### src/rtl/booth_multiplier.sv
// booth_multiplier: sequential radix-4 Booth signed multiplier with start/ready handshake
module booth_multiplier #(
    parameter int WIDTH = 4
) (
    input  logic                 clock,
    input  logic                 reset,
    input  logic                 start,
    input  logic [WIDTH-1:0]     A,
    input  logic [WIDTH-1:0]     B,
    output logic [2*WIDTH-1:0]   P,
    output logic                 ready
);
    localparam int CW = $clog2(WIDTH/2 + 1);
    typedef enum logic [1:0] {IDLE, CALC, DONE} state_t;
    state_t              state_q;
    logic [2*WIDTH-1:0]  m_q, acc_q, acc_d, p_q, m2, pp;
    logic [WIDTH:0]      b_q;
    logic [CW-1:0]       cnt_q;
    logic                ready_q;
    // Booth recoding of the low triplet of the shifting multiplier selects the partial product
    always_comb begin
        m2    = {m_q[2*WIDTH-2:0], 1'b0};
        pp    = (b_q[2:0] == 3'b001 || b_q[2:0] == 3'b010) ? m_q :
                (b_q[2:0] == 3'b011) ? m2 :
                (b_q[2:0] == 3'b100) ? -m2 :
                (b_q[2:0] == 3'b101 || b_q[2:0] == 3'b110) ? -m_q : '0;
        acc_d = acc_q + pp;
    end
    // Control FSM; the multiplicand shifts left and the multiplier right by two each iteration
    always_ff @(posedge clock or posedge reset) begin
        if (reset) begin
            state_q <= IDLE;
            m_q     <= '0;
            b_q     <= '0;
            acc_q   <= '0;
            cnt_q   <= '0;
            p_q     <= '0;
            ready_q <= 1'b0;
        end else begin
            case (state_q)
                IDLE: begin
                    ready_q <= 1'b0;
                    if (start) begin
                        m_q     <= {{WIDTH{A[WIDTH-1]}}, A};
                        b_q     <= {B, 1'b0};
                        acc_q   <= '0;
                        cnt_q   <= '0;
                        state_q <= CALC;
                    end
                end
                CALC: begin
                    if (cnt_q == CW'(WIDTH/2)) begin
                        p_q     <= acc_q;
                        ready_q <= 1'b1;
                        state_q <= DONE;
                    end else begin
                        acc_q <= acc_d;
                        m_q   <= {m_q[2*WIDTH-3:0], 2'b00};
                        b_q   <= {{2{b_q[WIDTH]}}, b_q[WIDTH:2]};
                        cnt_q <= cnt_q + 1'b1;
                    end
                end
                DONE: begin
                    if (!start) begin
                        ready_q <= 1'b0;
                        state_q <= IDLE;
                    end
                end
                default: state_q <= IDLE;
            endcase
        end
    end
    assign P     = p_q;
    assign ready = ready_q;
endmodule

### config.mk
export PLATFORM = sky130hd
export DESIGN_NAME = booth_multiplier
export DESIGN_NICKNAME = d
export VERILOG_FILES = /design/src/rtl/booth_multiplier.sv
export SDC_FILE = /design/constraint.sdc
export NUM_CORES = 1
export LEC_CHECK = 0
export CAP_MARGIN = 5
export CORE_AREA = 2 2 65 79
export CTS_CLUSTER_SIZE = 40
export DETAILED_ROUTE_END_ITERATION = 6
export DIE_AREA = 0 0 67 81
export PLACE_DENSITY = 0.68
export SETUP_SLACK_MARGIN = 0.5
export SLEW_MARGIN = 20
export SYNTH_ARGS = -nofsm -noshare
export SYNTH_HDL_FRONTEND = slang
export SYNTH_SLANG_ARGS = --single-unit
### constraint.sdc
create_clock -name clock -period 4.2 [get_ports clock]
set_input_delay 0.42 -clock clock [delete_from_list [all_inputs] [get_ports clock]]
set_output_delay 0.42 -clock clock [all_outputs]
set_load 0.005 [all_outputs]
==> summary.txt <==
Timing
  – Skew final: 7.048 ps
  – Final Hold Vio Count: 0
  – Max-slew headroom: 56.19%
  – RSZ-0062 raised after global routing: false
  – Final slew viol count: 0
  – Setup violations, final: 0
  – Max Freq: 316.0 MHz
  – Tcrit/Tclk final: 75.35%
  – Worst slew pin tran: 657.2 ps
  – Setup TNS Final: 0 ps
  – Worst setup margin: 1036 ps
  – Final Critical Period: 3164 ps

Clocking
  – Htree depth: 2
  – TritonCTS clock tree: yes
  – CTS sink cnt: 34
  – Post-CTS setup buffer count: 0
  – CTS root buf: clkbuf_8
  – Reg clk slew, reported paths: 70 ps
  – Worst-case clock buffer depth: 2
  – Total CTS buffers: 5
  – CTS Hold Buffers Added: 0
  – Post-CTS Resized: 0
  – Insertion delay to the later sink of the worst-skew pair: 290 ps

Power
  – Tot Pwr: 2.181 mW
  – Leakage: 1.043 nW
  – Pwr/cell area: 913.2 nW/um^2
  – Worst IR Drop VDD: 360.1 uV

Place
  – IO buf count: 19
  – Setup WS pre-CTS: 1072 ps
  – Final HPWL DP: 3.272 mm
  – Placed Area: 2310 sq um
  – Placer Congestion: 0.8753

Route
  – Via Count: 1707
  – WL final: 4.520 mm
  – Number of remaining DRC errors: 0
  – Starting DRC count in detailed routing: 51
  – First-pass DRT Iterations: 4
  – Detail Route Antenna Nets: 0
  – Post-DR vias/cell: 5.471
  – Wire per inst: 14.49 um

Worst setup path
  – CP Capture Type: flip-flop
  – Maximum fanout along the worst path: 22
  – Crit path required time: 4400 ps
  – Worst Setup Start Kind: flip-flop
  – Critical Path AT: 3360 ps
  – CP Class: reg -> reg

GRT
  – Overall global routing resource usage: 18.75%
  – Initial antenna violation count: 0
  – Vias in the first global route: 1676
  – Largest net degree at the start of global routing: 35
  – Total grt overflow: 0
  – First-pass GRT wire length: 7.679 mm

Finish
  – Final-layout fill cell count: 480
  – Area growth syn-to-layout: 15.91%
  – Antenna diode count: 0
  – Commonest non-fill, non-tap cells in the layout: dfrtp_1 (34), a21oi_1 (24), nand2_1 (24), o21ai_0 (23), clkdlybuf4s50_1 (19)
  – Reg area: 850.8 sq um
  – Area of the multi-input gates: 1104 sq um
  – Share of cells above drive strength 1: 8.333%
  – Fin nets: 273
  – Commonest non-fill, non-tap cell in the layout: dfrtp_1
  – Final instance area: 2389 sq um

Synth
  – Post-synth EDFFs: 0
  – Area contributors post-synth: dfrtp_1 (41%), a21oi_1 (5.8%), o21ai_0 (5.6%)
  – Mapped Nets: 255
  – Ys Warns: 0
  – Post-synth top flop: dfrtp_1
  – Netlist cell types: 43
  – Cells after Synth: 234
  – Async SR Flop Fraction: 100.0%
  – Avg Inst Size Synth: 8.807 sq um
  – Share of the synthesized area in the top cell type: 41.29%
  – Largest area contributor in the netlist: dfrtp_1
  – Post-synthesis register bit count: 34
  – Synth Cell Area: 2061 sq um
  – Sequential fraction of the synthesis area: 41.29%

Floorplanning
  – Starting Density: 43.25%
  – Die Ht: 81 um
  – I/O pin total: 20
  – Chip Width: 67 um
  – DIE AREA: 5427 sq um
  – Total core area: 4765 sq um
  – Row Count: 28

Run status
  – Status: complete, no violations

Flow run
  – Max cap viols: 0

Worst hold path
  – HP Class: reg -> reg
[worst max-delay path: stages (launching register included)]
cell and delay, ps:
dfrtp_1 760, nor2b_1 370, nor2_1 210, nor2_1 190
ha_1 210, inv_1 60, fa_1 380, nor2b_1 160
o21a_1 140, nor2_1 60, o21bai_1 120, a21oi_1 90
xor2_1 140, o21ai_0 180
[per-layer routing]
layer / GRT usage [%] / part of all wire [%]
met1: 22.72 / 45
met2: 32.67 / 51
met3: 3.324 / 2.7
met4: 7.347 / 2.2
met5: 0 / 0
[flip-flops by register name (all words and copies together), names as in the netlist]
signal	count
P	8
state_q	2
b_q	5
m_q	8
acc_q	8
cnt_q	2
ready	1
[path summary, 6_finish.rpt]
path	start	end	slack, ps	depth (start not counted)
min in group asynchronous	reset	P[2]	520	3
worst min register to register	P[1]	P[1]	490	2
worst max-delay path	b_q[1]	acc_q[6]	1040	13
worst max register to register	b_q[1]	acc_q[6]	1040	13
worst min-delay path	P[1]	P[1]	490	2
max in group asynchronous	reset	m_q[7]	3370	3
[logic make-up (layout without fill, tap and decap cells)]
| group | after synthesis | after routing | share of synthesized area, % |
|---|---|---|---|
| compound gates | 74 | 74 | 21.80 |
| xor+xnor | 7 | 7 | 2.975 |
| fa+ha+maj | 10 | 10 | 6.436 |
| buf+inv | 28 | 46 | 5.161 |
| flops | 34 | 34 | 41.29 |
| mux | 11 | 11 | 5.829 |
| simple gates | 70 | 70 | 16.52 |
[Yosys cell counts (3+ instances only)]
library cell and count:
ha_1 9, o22ai_1 4, mux2i_1 3, o21ai_0 23, nand2b_1 4, inv_1 16
nand2_1 24, clkbuf_1 10, nand3_1 3, nor3_1 6, mux2_2 8, xor2_1 3
dfrtp_1 34, nor2b_1 5, a221o_1 3, xnor2_1 4, nor2_1 17, a21oi_1 24
a22o_1 4
[report_power, final]
group          leakage [nW]  switching [mW]  internal, mW  total [mW]
Clock                0.0438           0.115         0.111       0.226
Combinational         0.564           0.687         0.601        1.29
Sequential            0.436           0.188         0.479       0.667
[area by class of cell]
class                           count  share of cell area, %
Multi-Input combinational cell    172                  46.20
Sequential cell                    34                  35.62
Timing Repair Buffer               23                  9.219
Tap cell                           60                  3.143
Clock buffer                        5                  2.881
Inverter                           16                  2.514
Clock inverter                      2                 0.4191
[through the flow]
step	instances	util (%)	hold slack [ps]
final	312	50.13	491.0
after detailed placement	305	48.48	478.4
after global routing	312	50.13	515.3
after global placement	305	48.48	462.4
after floorplan	234	-	449.2
after CTS	312	50.13	494.7
No activity file was read; power rests on OpenSTA's default activity.
